$ cat src/rtl/dmem_store_buffer.sv
// rtl/dmem_store_buffer.sv - posted-write store buffer between cpu data port and data memory
module dmem_store_buffer #(
  parameter int DEPTH = 4
) (
  input  logic        clk,
  input  logic        rst,
  input  logic [31:0] cpu_addr,
  input  logic        cpu_read,
  input  logic        cpu_write,
  input  logic [3:0]  cpu_wmask,
  input  logic [31:0] cpu_wdata,
  output logic [31:0] cpu_rdata,
  output logic        cpu_stall,
  output logic [31:0] mem_addr,
  output logic        mem_write,
  output logic [3:0]  mem_wmask,
  output logic [31:0] mem_wdata,
  input  logic [31:0] mem_rdata,
  input  logic        mem_ready,
  output logic        sb_empty
);

  localparam int PW = $clog2(DEPTH);
  localparam logic [PW:0] FULL_COUNT = (PW+1)'(DEPTH);

  logic [29:0]      ent_addr [DEPTH];
  logic [3:0]       ent_mask [DEPTH];
  logic [31:0]      ent_data [DEPTH];
  logic [DEPTH-1:0] ent_valid;
  logic [PW-1:0]    head, tail;
  logic [PW:0]      count;

  logic full, hit, load_req, load_served, push, pop;

  // Word-granular match against every live entry; byte masks are ignored on purpose.
  always_comb begin
    hit = 1'b0;
    for (int i = 0; i < DEPTH; i++) begin
      if (ent_valid[i] && (ent_addr[i] == cpu_addr[31:2])) hit = 1'b1;
    end
  end

  assign full        = (count == FULL_COUNT);
  assign load_req    = cpu_read & ~cpu_write;
  assign load_served = load_req & ~hit & mem_ready;
  assign push        = cpu_write & ~full;
  assign pop         = ~load_served & (count != '0) & mem_ready;
  assign cpu_stall   = (cpu_write & full) | (load_req & (hit | ~mem_ready));
  assign sb_empty    = (count == '0);

  always_ff @(posedge clk or posedge rst) begin
    if (rst) begin
      head      <= '0;
      tail      <= '0;
      count     <= '0;
      ent_valid <= '0;
    end else begin
      if (pop) begin
        ent_valid[head] <= 1'b0;
        head            <= head + PW'(1);
      end
      if (push) begin
        ent_valid[tail] <= 1'b1;
        tail            <= tail + PW'(1);
      end
      case ({push, pop})
        2'b10:   count <= count + (PW+1)'(1);
        2'b01:   count <= count - (PW+1)'(1);
        default: count <= count;
      endcase
    end
  end

  // Payload needs no reset: ent_valid alone decides whether an entry is live.
  always_ff @(posedge clk) begin
    if (push) begin
      ent_addr[tail] <= cpu_addr[31:2];
      ent_mask[tail] <= cpu_wmask;
      ent_data[tail] <= cpu_wdata;
    end
  end

  always_comb begin
    cpu_rdata = '0;
    mem_addr  = '0;
    mem_write = 1'b0;
    mem_wmask = '0;
    mem_wdata = '0;
    if (load_served) begin
      mem_addr  = cpu_addr;
      cpu_rdata = mem_rdata;
    end else if (count != '0) begin
      mem_addr  = {ent_addr[head], 2'b00};
      mem_write = 1'b1;
      mem_wmask = ent_mask[head];
      mem_wdata = ent_data[head];
    end
  end

endmodule
$ cat config.mk
export PLATFORM = sky130hd
export DESIGN_NAME = dmem_store_buffer
export DESIGN_NICKNAME = d
export VERILOG_FILES = /design/src/rtl/dmem_store_buffer.sv
export SDC_FILE = /design/constraint.sdc
export NUM_CORES = 1
export LEC_CHECK = 0
export CAP_MARGIN = 25
export CORE_MARGIN = 2
export CORE_UTILIZATION = 30
export DETAILED_ROUTE_END_ITERATION = 6
export GPL_ROUTABILITY_DRIVEN = 0
export GPL_TIMING_DRIVEN = 0
export PLACE_DENSITY_LB_ADDON = 0.12
export SKIP_CTS_REPAIR_TIMING = 1
export SYNTH_ARGS = -nofsm -noshare
export SYNTH_HDL_FRONTEND = slang
export SYNTH_SLANG_ARGS = --single-unit
$ cat constraint.sdc
create_clock -name clk -period 3.4 [get_ports clk]
set_input_delay 0.34 -clock clk [delete_from_list [all_inputs] [get_ports clk]]
set_output_delay 0.34 -clock clk [all_outputs]
set_load 0.02 [all_outputs]
==> impl_metrics.env, run 1 <==
export IMPL_place_hpwl_mm=24.58
export IMPL_core_area_mm2=0.04185
export IMPL_crit_type="primary input to output pin"
export IMPL_yosys_warnings=0
export IMPL_wl_per_cell_um=22.63
export IMPL_crit_end="mem_wmask[0]"
export IMPL_final_hold_violation_count=0
export IMPL_cp_required_ns=3.06
export IMPL_yosysUniqueCellTypes=38
export IMPL_synth_top_area_cell="edfxtp_1"
export IMPL_cpMostUsedCell="buf_6"
export IMPL_grt_pass1_wl_mm=51.85
export IMPL_synth_nets=895
export IMPL_period_share=1.090
export IMPL_power_density_mw_per_mm2=828.5
export IMPL_critPathLaunch="cpu_addr[29]"
export IMPL_holdCritPathClass="primary input to flop"
export IMPL_cp_arrival_ns=3.37
export IMPL_setup_tns_ns=-12.51
export IMPL_wl_mm=36.69
export IMPL_drive_gt1_frac=0.3765
export IMPL_synth_top_area_share=0.6234
export IMPL_clock_sinks=275
export IMPL_cpLargestDelayFamily="buffers and inverters"
export IMPL_dr_first_iter_drc_count=388
export IMPL_first_global_vias=7785
export IMPL_final_common_cell="edfxtp_1"
export IMPL_reg2reg_slack_ns=0.09
export IMPL_cpMaxStageDelayCell="clkdlybuf4s50_1"
export IMPL_outcome="finished, violations left"
export IMPL_antenna_found_initial=2
export IMPL_ios=208
export IMPL_cp_slowest_stage_delay_ns=0.57
export IMPL_max_freq_mhz=269.8
export IMPL_cts_htree_levels=2
export IMPL_portBuffers=207
export IMPL_end_kind="output pin"
export IMPL_start_kind="primary input"
export IMPL_synth_edf_count=264
export IMPL_total_power_w=0.01479
export IMPL_worstHoldStart="cpu_addr[17]"
export IMPL_rsz0062_at_grt="yes"
export IMPL_vdd_ir_drop_max_mv=0.3723
export IMPL_ys_flop_type="edfxtp_1"
export IMPL_violations="setup timing"
export IMPL_p_leak_nw=6.607
export IMPL_rr_endpoint="count[2]"
export IMPL_drc=0
export IMPL_netlist_top_cells_area="edfxtp_1 62%, mux4_2 12%, xnor2_1 7.6%"
export IMPL_layout_common_cells="264 x edfxtp_1, 100 x xnor2_1, 88 x clkdlybuf4s50_1, 71 x buf_6, 66 x mux4_2"
export IMPL_cap_violations=0
export IMPL_cts_made_buffers=34
export IMPL_cts_buffer_depth=3
export IMPL_worst_slew_pin_slew_ns=0.9271
export IMPL_viasPerCell=4.701
export IMPL_ys_seq_elements=275
export IMPL_start_util=0.3038
export IMPL_worstSkewPairLatency_ns=0.53
export IMPL_die_h_um=209.9
export IMPL_grt_max_degree=49
export IMPL_setup_ws_ns=-0.3070
export IMPL_setup_violations=71
export IMPL_final_antenna_net_count=0
export IMPL_min_path_cells=1
export IMPL_track_usage=0.1632
export IMPL_period_needed_ns=3.707
export IMPL_slew_limit_headroom=0.3819
export IMPL_firstDrtPassIters=5
export IMPL_clock_skew_ns=0.01561
export IMPL_worstPathMaxFanout=8
export IMPL_rows=75
export IMPL_grt_overflow=0
export IMPL_cts_root_buf="clkbuf_16"
export IMPL_seq_area_frac_synth=0.6451
export IMPL_synthArstFlopShare=0.04000
export IMPL_drv_slew=0
export IMPL_cp_depth=14
export IMPL_path_cells="clkdlybuf4s50_1, buf_2, xor2_1, nor4_2, nand2_1, o41ai_4, nor4_4, buf_4, buf_6, nand2b_4, buf_12, clkbuf_16, nor2b_4, buf_6"
export IMPL_cts_tree="done"
export IMPL_vias=7621
export IMPL_syn2layout_area_growth_pct=40.37
export IMPL_syn_avg_cell_area_um2=16.30
export IMPL_netlist_instances=780
export IMPL_clkTransAtPathRegs_ns=0.05
export IMPL_r2r_start="ent_addr[0][2]"
export IMPL_final_nets=1173
export IMPL_path_buf_inv=7
export IMPL_syn_area_mm2=0.01272
export IMPL_die_x_um=209.9
export IMPL_dieArea_mm2=0.04405
export IMPL_reg2reg_depth=15
## stage by stage
step           hold slack, ns  instances  utilization  cell area, um2  setup WS (ns)
6_report               0.1039       1621       0.4265           17850        -0.3070
5_1_grt                0.1104       1620       0.4264           17850        -0.3868
4_1_cts                0.1752       1591       0.3988           16690         -1.486
3_5_place_dp           0.4854       1532       0.3735           15630         -1.473
3_3_place_gp           0.4850       1526       0.3694           15460         -2.016
2_1_floorplan          0.1924        780            -           12720         0.3526
## synth_stat cells (2+ instances only)
cell type / number
edfxtp_1: 264
xnor2_1: 111
mux4_2: 66
nand2_1: 64
and2_1: 38
clkbuf_1: 38
o21ai_0: 31
nand4_1: 26
buf_2: 21
nor2b_4: 20
xor2_1: 14
dfrtp_1: 11
inv_1: 11
ha_1: 9
nor2b_2: 9
nor2b_1: 7
nor4_1: 7
nand4b_1: 4
o22a_1: 4
nand3_1: 3
buf_6: 2
buf_8: 2
nor4_2: 2
or4_1: 2
## sequential cells by signal, indices dropped and copies added, names as in the netlist
name	cells
count	3
ent_addr	120
ent_data	128
ent_mask	16
ent_valid	4
head	2
tail	2
## worst min path at each step
| stage | endpoint | slack (ns) |
|---|---|---|
| finish | ent_addr[0][15] | 0.10 |
| global route | ent_addr[1][15] | 0.11 |
| CTS | tail[0] | 0.18 |
| detailed placement | count[2] | 0.49 |
| global placement | count[2] | 0.49 |
| floorplan | count[0] | 0.19 |
## cells by family (layout without fill, tap and decap cells)
family | after synthesis | count (layout) | synth area share
other | 0 | 1 | 0
buffers and inverters | 76 | 377 | 0.02745
XOR/XNOR | 125 | 125 | 0.08610
AND/OR/NAND/NOR | 186 | 186 | 0.09397
multiplexers | 68 | 68 | 0.1186
adder cells (fa/ha/maj) | 10 | 10 | 0.01043
AO/OA/AOI/OAI | 40 | 40 | 0.01840
flip-flops | 275 | 275 | 0.6451
## metal layers
layer	vias to the layer above	routed length, um	GRT usage
met1	3871	15920	0.2155
li1	3475	-	-
met5	-	23	0
met3	46	2246	0.03920
met2	225	17850	0.2681
met4	4	651	0.04769
## layout make-up
class | instances | area, um2
clock inverters | 18 | 157.7
repair buffers | 242 | 2604
clock buffers | 41 | 898.4
inverters | 12 | 50.05
well taps | 539 | 674.4
fillers | 3867 | 24000
plain buffers | 64 | 496.7
flip-flops and latches | 275 | 8203
multi-input cells | 429 | 4763
diodes | 1 | 2.502
## where the power goes
part           switching (W)  total, W  internal (W)
combinational        0.00333   0.00657       0.00324
clock                0.00136   0.00346       0.00210
sequential          0.000267   0.00476       0.00449
## worst register-to-register path, delay by kind of cell, from the launching register on
family                   cells  cell delay, ns
adder cells (fa/ha/maj)      2            0.48
buffers and inverters        4            0.47
flip-flops                   1            0.46
AND/OR/NAND/NOR              5            1.02
AO/OA/AOI/OAI                1            0.31
XOR/XNOR                     3            0.50
Power figures use the tool's default switching activity.
==> inputs of run 2 (changes only) <==
--- a/config.mk
+++ b/config.mk
@@ -7,7 +7,7 @@
 export LEC_CHECK = 0
 export CAP_MARGIN = 25
 export CORE_MARGIN = 2
-export CORE_UTILIZATION = 30
+export CORE_UTILIZATION = 50
 export DETAILED_ROUTE_END_ITERATION = 6
 export GPL_ROUTABILITY_DRIVEN = 0
 export GPL_TIMING_DRIVEN = 0
==> impl_metrics.env, run 2 (same netlist as run 1, synthesis figures left out) <==
export IMPL_start_util=0.5064
export IMPL_viasPerCell=5.453
export IMPL_violations="setup timing"
export IMPL_power_density_mw_per_mm2=818.2
export IMPL_cap_violations=0
export IMPL_place_hpwl_mm=20.60
export IMPL_ios=208
export IMPL_cts_buffer_depth=3
export IMPL_drc=0
export IMPL_dr_first_iter_drc_count=585
export IMPL_vias=7547
export IMPL_worstSkewPairLatency_ns=0.54
export IMPL_cp_arrival_ns=3.19
export IMPL_period_needed_ns=3.527
export IMPL_vdd_ir_drop_max_mv=0.5481
export IMPL_cts_made_buffers=29
export IMPL_clock_skew_ns=0.01667
export IMPL_layout_common_cells="264 x edfxtp_1, 99 x xnor2_1, 88 x clkdlybuf4s50_1, 66 x mux4_2, 60 x nand2_1"
export IMPL_die_x_um=163.5
export IMPL_grt_max_degree=50
export IMPL_slew_limit_headroom=0.3958
export IMPL_start_kind="flop"
export IMPL_die_h_um=163.5
export IMPL_final_hold_violation_count=0
export IMPL_dieArea_mm2=0.02672
export IMPL_holdCritPathClass="primary input to flop"
export IMPL_end_kind="output pin"
export IMPL_utilization=0.6672
export IMPL_antenna_found_initial=2
export IMPL_cp_required_ns=3.06
export IMPL_portBuffers=207
export IMPL_rows=58
export IMPL_clkTransAtPathRegs_ns=0.06
export IMPL_cts_tree="done"
export IMPL_cts_root_buf="clkbuf_16"
export IMPL_setup_tns_ns=-2.980
export IMPL_crit_type="flop to output pin"
export IMPL_final_antenna_net_count=0
export IMPL_setup_ws_ns=-0.1269
export IMPL_holdWs_ns=0.1002
export IMPL_outcome="finished, violations left"
export IMPL_rsz0062_at_grt="yes"
export IMPL_top_register="ent_data"
export IMPL_clock_sinks=275
export IMPL_grt_pass1_wl_mm=44.71
export IMPL_dpl_worst_slack_ns=-1.338
export IMPL_reg_top3="ent_data x128, ent_addr x120, ent_mask x16"
export IMPL_drv_slew=0
export IMPL_num_antenna_cells=0
export IMPL_wl_mm=30.61
export IMPL_wl_per_cell_um=22.11
export IMPL_period_share=1.037
export IMPL_setup_violations=35
export IMPL_first_global_vias=7670
export IMPL_p_leak_nw=6.319
export IMPL_drive_gt1_frac=0.3150
export IMPL_final_common_cell="edfxtp_1"
export IMPL_syn2layout_area_growth_pct=31.75
export IMPL_cts_htree_levels=1
export IMPL_max_freq_mhz=283.5
export IMPL_core_area_mm2=0.02511
export IMPL_final_nets=1150
export IMPL_worstPathMaxFanout=10
export IMPL_track_usage=0.2267
export IMPL_worst_slew_pin_slew_ns=0.9063
export IMPL_firstDrtPassIters=4
export IMPL_total_power_w=0.01371
export IMPL_largest_reg_flops=128
export IMPL_grt_overflow=0
-- run 2: critical path: stages, from the launching register on --
cell and delay (ns):
edfxtp_1 0.40, xnor2_1 0.21, nand4_1 0.23, or4_4 0.55
nor4_4 0.24, nor4_4 0.10, buf_4 0.17, nand2b_4 0.15
buf_12 0.16, buf_12 0.16, nor2b_4 0.10, clkbuf_4 0.17
-- run 2: path summary, 6_finish.rpt --
check | slack [ns] | to | depth (start not counted) | startpoint
worst max-delay path | -0.13 | mem_wdata[22] | 11 | ent_addr[1][12]
worst min-delay path | 0.10 | ent_addr[3][8] | 1 | cpu_addr[10]
worst max register to register | 0.17 | count[2] | 14 | ent_addr[1][12]
worst min register to register | 0.49 | count[0] | 1 | count[0]
max in group asynchronous | 2.97 | ent_valid[3] | 2 | rst
min in group asynchronous | 0.13 | count[2] | 2 | rst
-- run 2: per-layer routing --
metal	up-vias	routed length [um]	GRT usage
met1	3782	12560	0.3037
met3	31	2373	0.05104
met2	293	15190	0.3765
met4	4	456	0.06260
li1	3437	-	-
met5	-	24	0
-- run 2: per-stage QoR --
step,cells,instance area [um2]
5_1_grt,1384,16750
3_3_place_gp,1317,15200
2_1_floorplan,780,12720
6_report,1384,16750
3_5_place_dp,1322,15330
4_1_cts,1372,16250
-- run 2: power breakdown --
group / total (W) / switching (W) / internal, W
clock: 0.00308 / 0.00123 / 0.00185
combinational: 0.00588 / 0.00304 / 0.00283
sequential: 0.00476 / 0.000267 / 0.00449
-- run 2: area by class of cell --
| cell class | count | area, um2 |
|---|---|---|
| Clock buffer | 34 | 744.5 |
| Buffer | 64 | 475.5 |
| Inverter | 12 | 47.55 |
| Fill cell | 1835 | 8356 |
| Multi-Input combinational cell | 429 | 4483 |
| Clock inverter | 16 | 171.4 |
| Timing Repair Buffer | 224 | 2216 |
| Sequential cell | 275 | 8203 |
| Tap cell | 330 | 412.9 |
==> inputs of run 3 (changes only) <==
--- a/config.mk
+++ b/config.mk
@@ -11,6 +11,7 @@
 export DETAILED_ROUTE_END_ITERATION = 6
 export GPL_ROUTABILITY_DRIVEN = 0
 export GPL_TIMING_DRIVEN = 0
+export HOLD_SLACK_MARGIN = 0.12
 export PLACE_DENSITY_LB_ADDON = 0.12
 export SKIP_CTS_REPAIR_TIMING = 1
 export SYNTH_ARGS = -nofsm -noshare
==> impl_metrics.env, run 3 (same netlist as run 1, synthesis figures left out) <==
export IMPL_clock_sinks=275
export IMPL_wl_per_cell_um=22.05
export IMPL_reg_top3="ent_data x128, ent_addr x120, ent_mask x16"
export IMPL_start_util=0.5064
export IMPL_cp_required_ns=3.06
export IMPL_violations="setup timing"
export IMPL_core_area_mm2=0.02511
export IMPL_syn2layout_area_growth_pct=31.91
export IMPL_drive_gt1_frac=0.3144
export IMPL_end_kind="output pin"
export IMPL_clock_skew_ns=0.01225
export IMPL_holdCritPathClass="primary input to flop"
export IMPL_cts_buffer_depth=3
export IMPL_final_nets=1152
export IMPL_period_share=1.038
export IMPL_power_density_mw_per_mm2=817.1
export IMPL_setup_violations=36
export IMPL_drc=0
export IMPL_largest_reg_flops=128
export IMPL_cts_htree_levels=1
export IMPL_period_needed_ns=3.528
export IMPL_dpl_instance_area_mm2=0.01533
export IMPL_total_power_w=0.01371
export IMPL_vias=7577
export IMPL_vdd_ir_drop_max_mv=0.5479
export IMPL_setup_ws_ns=-0.1282
export IMPL_worstPathMaxFanout=10
export IMPL_final_common_cell="edfxtp_1"
export IMPL_cts_root_buf="clkbuf_16"
export IMPL_place_hpwl_mm=20.60
export IMPL_layout_common_cells="264 x edfxtp_1, 99 x xnor2_1, 88 x clkdlybuf4s50_1, 66 x mux4_2, 60 x nand2_1"
export IMPL_die_h_um=163.5
export IMPL_firstDrtPassIters=5
export IMPL_p_leak_nw=6.327
export IMPL_grt_overflow=0
export IMPL_num_antenna_cells=0
export IMPL_cap_violations=0
export IMPL_track_usage=0.2267
export IMPL_cp_slowest_stage_delay_ns=0.52
export IMPL_start_kind="primary input"
export IMPL_dieArea_mm2=0.02672
export IMPL_top_register="ent_data"
export IMPL_finalInstanceArea_mm2=0.01677
export IMPL_cpMaxStageDelayCell="or4_4"
export IMPL_grt_max_degree=50
export IMPL_dpl_worst_slack_ns=-1.338
export IMPL_die_x_um=163.5
export IMPL_outcome="finished, violations left"
export IMPL_drv_slew=0
export IMPL_final_hold_violation_count=0
export IMPL_utilization=0.6680
export IMPL_final_antenna_net_count=0
export IMPL_worst_slew_pin_slew_ns=0.9140
export IMPL_crit_type="primary input to output pin"
export IMPL_max_freq_mhz=283.4
export IMPL_cp_arrival_ns=3.19
export IMPL_rsz0062_at_grt="yes"
export IMPL_ios=208
export IMPL_first_global_vias=7670
export IMPL_cts_made_buffers=29
export IMPL_path_cells="clkdlybuf4s50_1, buf_4, xnor2_2, nand4_1, or4_4, o41ai_4, nor4_4, buf_4, nand2b_4, buf_12, buf_12, nor2b_4, clkbuf_4"
export IMPL_cpLargestDelayFamily="buffers and inverters"
export IMPL_wl_mm=30.56
export IMPL_path_buf_inv=6
export IMPL_reg2reg_slack_ns=0.17
export IMPL_clkTransAtPathRegs_ns=0.06
export IMPL_cts_tree="done"
export IMPL_viasPerCell=5.467
export IMPL_rows=58
export IMPL_worstSkewPairLatency_ns=0.54
export IMPL_slew_limit_headroom=0.3907
export IMPL_antenna_found_initial=2
export IMPL_dr_first_iter_drc_count=520
export IMPL_grt_pass1_wl_mm=44.71
export IMPL_portBuffers=207
-- run 3: cell count changes in the layout (fill, tap and decap cells not counted) --
cell	before	now
dlygate4sd3_1	0	2
-- run 3: final cells by class --
cell class	count	area, um2
buffer	64	475.5
clock buffer	34	744.5
inverter	12	47.55
tap	330	412.9
multi-input combinational	429	4483
clock inverter	16	171.4
timing repair buffer	226	2236
sequential	275	8203
fill	1830	8335
-- run 3: worst paths after layout --
kind,from,end,depth (start not counted)
setup / recovery,cpu_addr[9],mem_wdata[22],13
hold / removal,cpu_addr[28],ent_addr[0][26],1
setup reg to reg,ent_addr[0][28],count[2],14
hold reg to reg,count[0],count[0],1
max in group asynchronous,rst,ent_valid[3],2
min in group asynchronous,rst,count[1],2
-- run 3: power by group --
part	switching (W)	total, W	internal [W]
Combinational	0.00305	0.00588	0.00283
Sequential	0.000265	0.00476	0.00449
Clock	0.00122	0.00307	0.00185
-- run 3: routing by layer --
layer | GRT usage | vias up | routed length (um)
li1 | - | 3437 | -
met1 | 0.3037 | 3789 | 12250
met2 | 0.3765 | 313 | 15240
met3 | 0.05104 | 34 | 2590
met4 | 0.06260 | 4 | 459
met5 | 0 | - | 24
-- run 3: stage by stage --
stage	std cells	TNS (ns)	hold slack, ns
after floorplan	780	0	0.1924
after detailed placement	1322	-93.51	0.4872
after CTS	1372	-93.83	0.1328
final	1386	-3.052	0.1180
after global placement	1317	-529.49	0.4839
after global routing	1386	-7.302	0.1236
